### config.mk
export PLATFORM = sky130hd
export DESIGN_NAME = reg_dump
export DESIGN_NICKNAME = d
export VERILOG_FILES = /design/src/rtl/reg_dump.sv
export SDC_FILE = /design/constraint.sdc
export NUM_CORES = 1
export LEC_CHECK = 0
export CORE_MARGIN = 2
export CORE_UTILIZATION = 30
export DETAILED_ROUTE_END_ITERATION = 12
export PLACE_DENSITY_LB_ADDON = 0.2
export SLEW_MARGIN = 30
export SYNTH_ARGS = -nofsm -noshare
export SYNTH_HDL_FRONTEND = slang
export SYNTH_SLANG_ARGS = --single-unit
### constraint.sdc
create_clock -name clk -period 2.4 [get_ports clk]
set_input_delay 0.36 -clock clk [delete_from_list [all_inputs] [get_ports clk]]
set_output_delay 0.36 -clock clk [all_outputs]
set_load 0.005 [all_outputs]
### src/rtl/reg_dump.sv
// reg_dump: walks register indices FIRST..LAST and reads each one through a
// combinational register-file port. Each value is captured and presented as
// one word on a valid/ready output stream. DONE pulses once after the last
// word has been accepted.
//
// Output handshake: dvalid rises when a word is captured. dout, didx and
// dvalid then hold steady until an edge that samples dvalid && dready, and
// that edge retires the word. Register-file writes made while a word waits do
// not disturb it, because the word is held in dout.
module reg_dump #(
    parameter int FIRST = 0,   // first register index read out
    parameter int LAST  = 31   // last register index read out, FIRST <= LAST <= 31
) (
    input  logic        clk,
    input  logic        clr,
    input  logic        start,
    input  logic        abort,
    output logic [4:0]  rd_addr,
    input  logic [31:0] rd_data,
    output logic [31:0] dout,
    output logic [4:0]  didx,
    output logic        dvalid,
    input  logic        dready,
    output logic        busy,
    output logic        done,
    output logic [1:0]  state_dbg
);

    typedef enum logic [1:0] {
        IDLE   = 2'd0,
        READ   = 2'd1,
        SEND   = 2'd2,
        FINISH = 2'd3
    } state_t;

    localparam logic [4:0] FIRST_ADDR = FIRST[4:0];
    localparam logic [4:0] LAST_ADDR  = LAST[4:0];

    state_t state;

    // The state is exposed directly so that checkers can follow the walk.
    assign state_dbg = state;

    // Dump sequencer. Clear overrides everything. Abort overrides any active
    // state, including a handshake on the same edge. Every output is registered.
    always_ff @(posedge clk) begin
        if (clr) begin
            state   <= IDLE;
            rd_addr <= FIRST_ADDR;
            dout    <= '0;
            didx    <= '0;
            dvalid  <= 1'b0;
            busy    <= 1'b0;
            done    <= 1'b0;
        end else if (abort && state != IDLE) begin
            state   <= IDLE;
            rd_addr <= FIRST_ADDR;
            dvalid  <= 1'b0;
            busy    <= 1'b0;
            done    <= 1'b0;
        end else begin
            case (state)
                IDLE: begin
                    // A start that arrives together with abort is dropped.
                    if (start && !abort) begin
                        state   <= READ;
                        rd_addr <= FIRST_ADDR;
                        busy    <= 1'b1;
                    end
                end
                READ: begin
                    dout   <= rd_data;
                    didx   <= rd_addr;
                    dvalid <= 1'b1;
                    state  <= SEND;
                end
                SEND: begin
                    if (dready) begin
                        dvalid <= 1'b0;
                        // The walk stops at LAST, so rd_addr never wraps.
                        if (rd_addr == LAST_ADDR) begin
                            done  <= 1'b1;
                            state <= FINISH;
                        end else begin
                            rd_addr <= rd_addr + 5'd1;
                            state   <= READ;
                        end
                    end
                end
                FINISH: begin
                    done    <= 1'b0;
                    busy    <= 1'b0;
                    rd_addr <= FIRST_ADDR;
                    state   <= IDLE;
                end
                default: begin
                    state <= IDLE;
                end
            endcase
        end
    end

endmodule

==> impl_summary.txt <==
----------------------------------------------------
[Status]
  Outcome ... finished clean

[GRT]
  Global routing usage summed across all routing layers ... 13.6%
  Initial antenna violation count ... 0
  Global-route wire length before repair ... 7.09 mm
  Grt ovf ... 0
  Number of global-route vias before repair ... 1554
  Maximum number of pins on one net before global-route repair ... 38

[Timing]
  Max Clock Skew ... 0.00372 ns
  Slew margin rel. ... 69.7%
  Number of hold violations in the final report ... 0
  Share of the clock period used by the worst path ... 78.2%
  Max-slew violation total from the final report ... 0
  Measured slew at the worst slew-check pin ... 0.455 ns
  Min Clock Period, post-route ... 1.88 ns
  Total negative slack ... 0 ns
  Maximum clock frequency ... 533 MHz
  Total of endpoints with negative setup slack in the final report ... 0
  Unrepaired setup endpoints after global routing ... false

[Run]
  Number of maximum-capacitance constraint violations ... 0

[Clock network]
  CTS tree ... built
  Root Driver ... clkbuf_8
  CTS hold repair buffers ... 0
  Clock latency reported for the late side of the worst-skew pair ... 0.29 ns
  Count of cells resized by post-cts repair ... 0
  Buffer depth of the longest clock path ... 2
  Deepest level of the CTS H-tree ... 2
  Sinks on the clock net ... 47
  CTS Buf Count ... 5
  Number of setup buffers added after CTS ... 0
  Post-CTS clock slew at the launch and capture registers of the worst setup and hold paths ... 0.08 ns

[Placement]
  Total of buffers placed on input and output ports ... 83
  Number of cells in the design after placement ... 362
  Routability-driven placement congestion ratio ... 0.757
  Placed wire-length estimate after detailed placement ... 3.01 mm

[Yosys]
  Synth area leaders ... dfxtp_1, nand2_1, a21oi_1, buf_6, nor2b_4
  Mean instance size in the synthesized netlist ... 8.49 um^2
  Number of instances in the synthesized netlist ... 214
  YS warnings ... 0
  Cell type with the highest aggregate area in the netlist ... dfxtp_1
  Share of the synthesized area in the top cell type ... 51.8%
  Sequential share of the synthesized area ... 51.8%
  Post-synthesis register bit count ... 47
  Post-synth net total ... 253
  Area of the mapped netlist ... 0.00182 mm^2
  Number of distinct library cell variants in the gate-level netlist after synthesis ... 31

[Setup path]
  Number of cells on the worst reg-to-reg path ... 7
  Arrival time at the worst endpoint ... 2.08 ns
  Category of cells accounting for the largest share of critical-path delay ... compound AO/OA/AOI/OAI gates
  Cell chain of the critical path ... ha_1 -> and3_1 -> ha_1 -> nor2b_4 -> o21ai_1 -> nand2_1 -> a311oi_1
  Critical path required time ... 2.60 ns
  Startpoint-to-endpoint class of the critical path ... flop to flop
  Most frequent cell on the critical path ... ha_1
  Slowest cell delay on critical path ... 0.45 ns
  Endpoint of the most critical register-to-register path ... rd_addr[2]
  Endpoint type of the worst setup path ... flop
  Max FO, Critical Path ... 6
  Setup slack of the worst register-to-register path ... 0.52 ns
  Launching point of the worst reg2reg path ... rd_addr[1]
  Highest-delay cell along the critical path ... dfxtp_1
  Kind of start point of the critical path ... flop
  Crit path buf inv count ... 0

[Route]
  Total wirelength of the detailed-routed design ... 4.42 mm
  Vias after detailed routing ... 1648
  Initial detailed-routing violation count ... 47
  First-pass detailed-route iteration total ... 4
  Routed WL per cell ... 12.0 um
  Remaining number of nets flagged by the antenna check after routing ... 0
  Via density ... 4.48
  Drt drc ... 0

[Pwr]
  Cell Pwr Density ... 506 mW/mm^2
  Net switching power ... 0.302 mW
  Cell internal power dissipation ... 1.09 mW
  Relative contribution of the clock network to total power ... 30.6%
  Switching Fraction ... 21.7%
  Maximum vdd drop ... 0.252 mV
  Part of the power in registers ... 58.1%
  Share of total power in combinational logic ... 11.2%
  Leakage Power ... 0.911 nW

[Layout]
  Antenna cell count ... 0
  Fillcell total ... 594
  Non-filler cells in the finished layout ... 368
  # nets final ... 333
  Area growth syn-to-layout ... 51.2%
  Share of final-layout standard cells stronger than drive strength 1 ... 5.46%

[Floorplan]
  Top Ports ... 84
  Placeable Area ... 0.00589 mm^2
  Row count ... 28
  Die span in x ... 81.8 um
  Effective utilization at floorplan ... 30.9%
  Die Area ... 0.00669 mm^2
  Floorplan die height ... 81.8 um

[Min path]
  Cell count of the worst hold path ... 2
  Origin of the worst min-delay path ... dout[6]
  Hold crit path type ... flop to flop
  End point of the most critical hold path ... dout[6]

----------------------------------------------------
-- sequential cells by signal, summed over array words and instances (netlist names) --
register and count:
didx 5, busy 1, done 1, rd_addr 5, state_dbg 2, dout 32, dvalid 1
-- metrics by stage --
stage | hold WS, ns | utilization, % | power, mW | setup slack [ns] | cell area (um^2)
2_1_floorplan | 0.439 | - | 0.882 | 0.713 | 1820
6_report | 0.455 | 46.7 | 1.39 | 0.524 | 2750
3_5_place_dp | 0.445 | 45.4 | 0.984 | 0.533 | 2670
4_1_cts | 0.457 | 46.7 | 1.42 | 0.508 | 2750
3_3_place_gp | 0.442 | 45.4 | 0.984 | 0.540 | 2670
5_1_grt | 0.479 | 46.7 | 1.47 | 0.322 | 2750
-- placed cells by master (no fill, tap or decap), drive strengths merged, types with 3 or more instances in the layout --
cell and count:
dfxtp 47, nand2b 3, o21ai 3, a21oi 44
clkbuf 6, clkdlybuf4s50 83, nand2 76, buf 4
nand3 4
-- layer usage --
| metal | GRT usage (%) | part of all wire [%] |
|---|---|---|
| met1 | 17.1 | 46 |
| met5 | 0 | 0 |
| met4 | 5.00 | 1.2 |
| met2 | 22.4 | 45 |
| met3 | 3.74 | 8.0 |
-- how the worst max path moves through the flow --
stage | end | slack, ns | cells past startpoint | start
6_report | rd_addr[2] | 0.52 | 7 | rd_addr[1]
5_1_grt | rd_addr[2] | 0.32 | 7 | rd_addr[0]
4_1_cts | rd_addr[2] | 0.51 | 7 | rd_addr[1]
3_5_place_dp | rd_addr[2] | 0.53 | 7 | rd_addr[1]
3_3_place_gp | rd_addr[2] | 0.54 | 7 | rd_addr[0]
2_1_floorplan | rd_addr[3] | 0.71 | 7 | rd_addr[0]
-- cell type report --
type / count / area, um^2 / share of cell area [%]
clock buffers: 6 / 72.6 / 2.64
repair buffers: 87 / 861 / 31.3
multi-input cells: 152 / 774 / 28.2
well taps: 75 / 93.8 / 3.42
inverters: 1 / 3.75 / 0.137
flip-flops and latches: 47 / 941 / 34.3
-- synthesized netlist by cell type --
cell / n
nand2_1: 76
dfxtp_1: 47
a21oi_1: 44
buf_6: 5
clkbuf_1: 5
nand3_1: 4
buf_2: 3
ha_1: 2
nand2b_1: 2
nand4b_1: 2
nor2b_4: 2
o21ai_0: 2
or2b_1: 2
a211oi_1: 1
a221oi_1: 1
a311oi_1: 1
a311oi_2: 1
a31oi_1: 1
a41oi_2: 1
and2_4: 1
and3_1: 1
buf_4: 1
inv_1: 1
mux2i_1: 1
nand2b_4: 1
nand3b_1: 1
nor2_1: 1
nor2_4: 1
nor4_1: 1
o21ai_1: 1
or2_1: 1
-- power by group through the flow --
stage                     Clock [mW]  Sequential [mW]  Combinational (mW)
after global placement             0            0.826               0.158
final                          0.425            0.807               0.156
after detailed placement           0            0.826               0.158
after floorplan                    0            0.823              0.0595
after global routing           0.491            0.810               0.173
after CTS                      0.458            0.808               0.159
-- tightest hold or removal path: stages, from the launching register on --
cell     delay (ns)
dfxtp_1        0.31
nand2_1        0.05
a21oi_1        0.05
-- cell families (layout without fill, tap and decap cells) --
group | after synthesis | count (layout) | share of synthesized area, %
compound gates | 53 | 53 | 16.4
fa+ha+maj | 2 | 2 | 1.38
buf+inv | 15 | 94 | 5.58
flops | 47 | 47 | 51.8
mux | 1 | 1 | 0.551
simple gates | 96 | 96 | 24.3
Power figures use the tool's default switching activity.
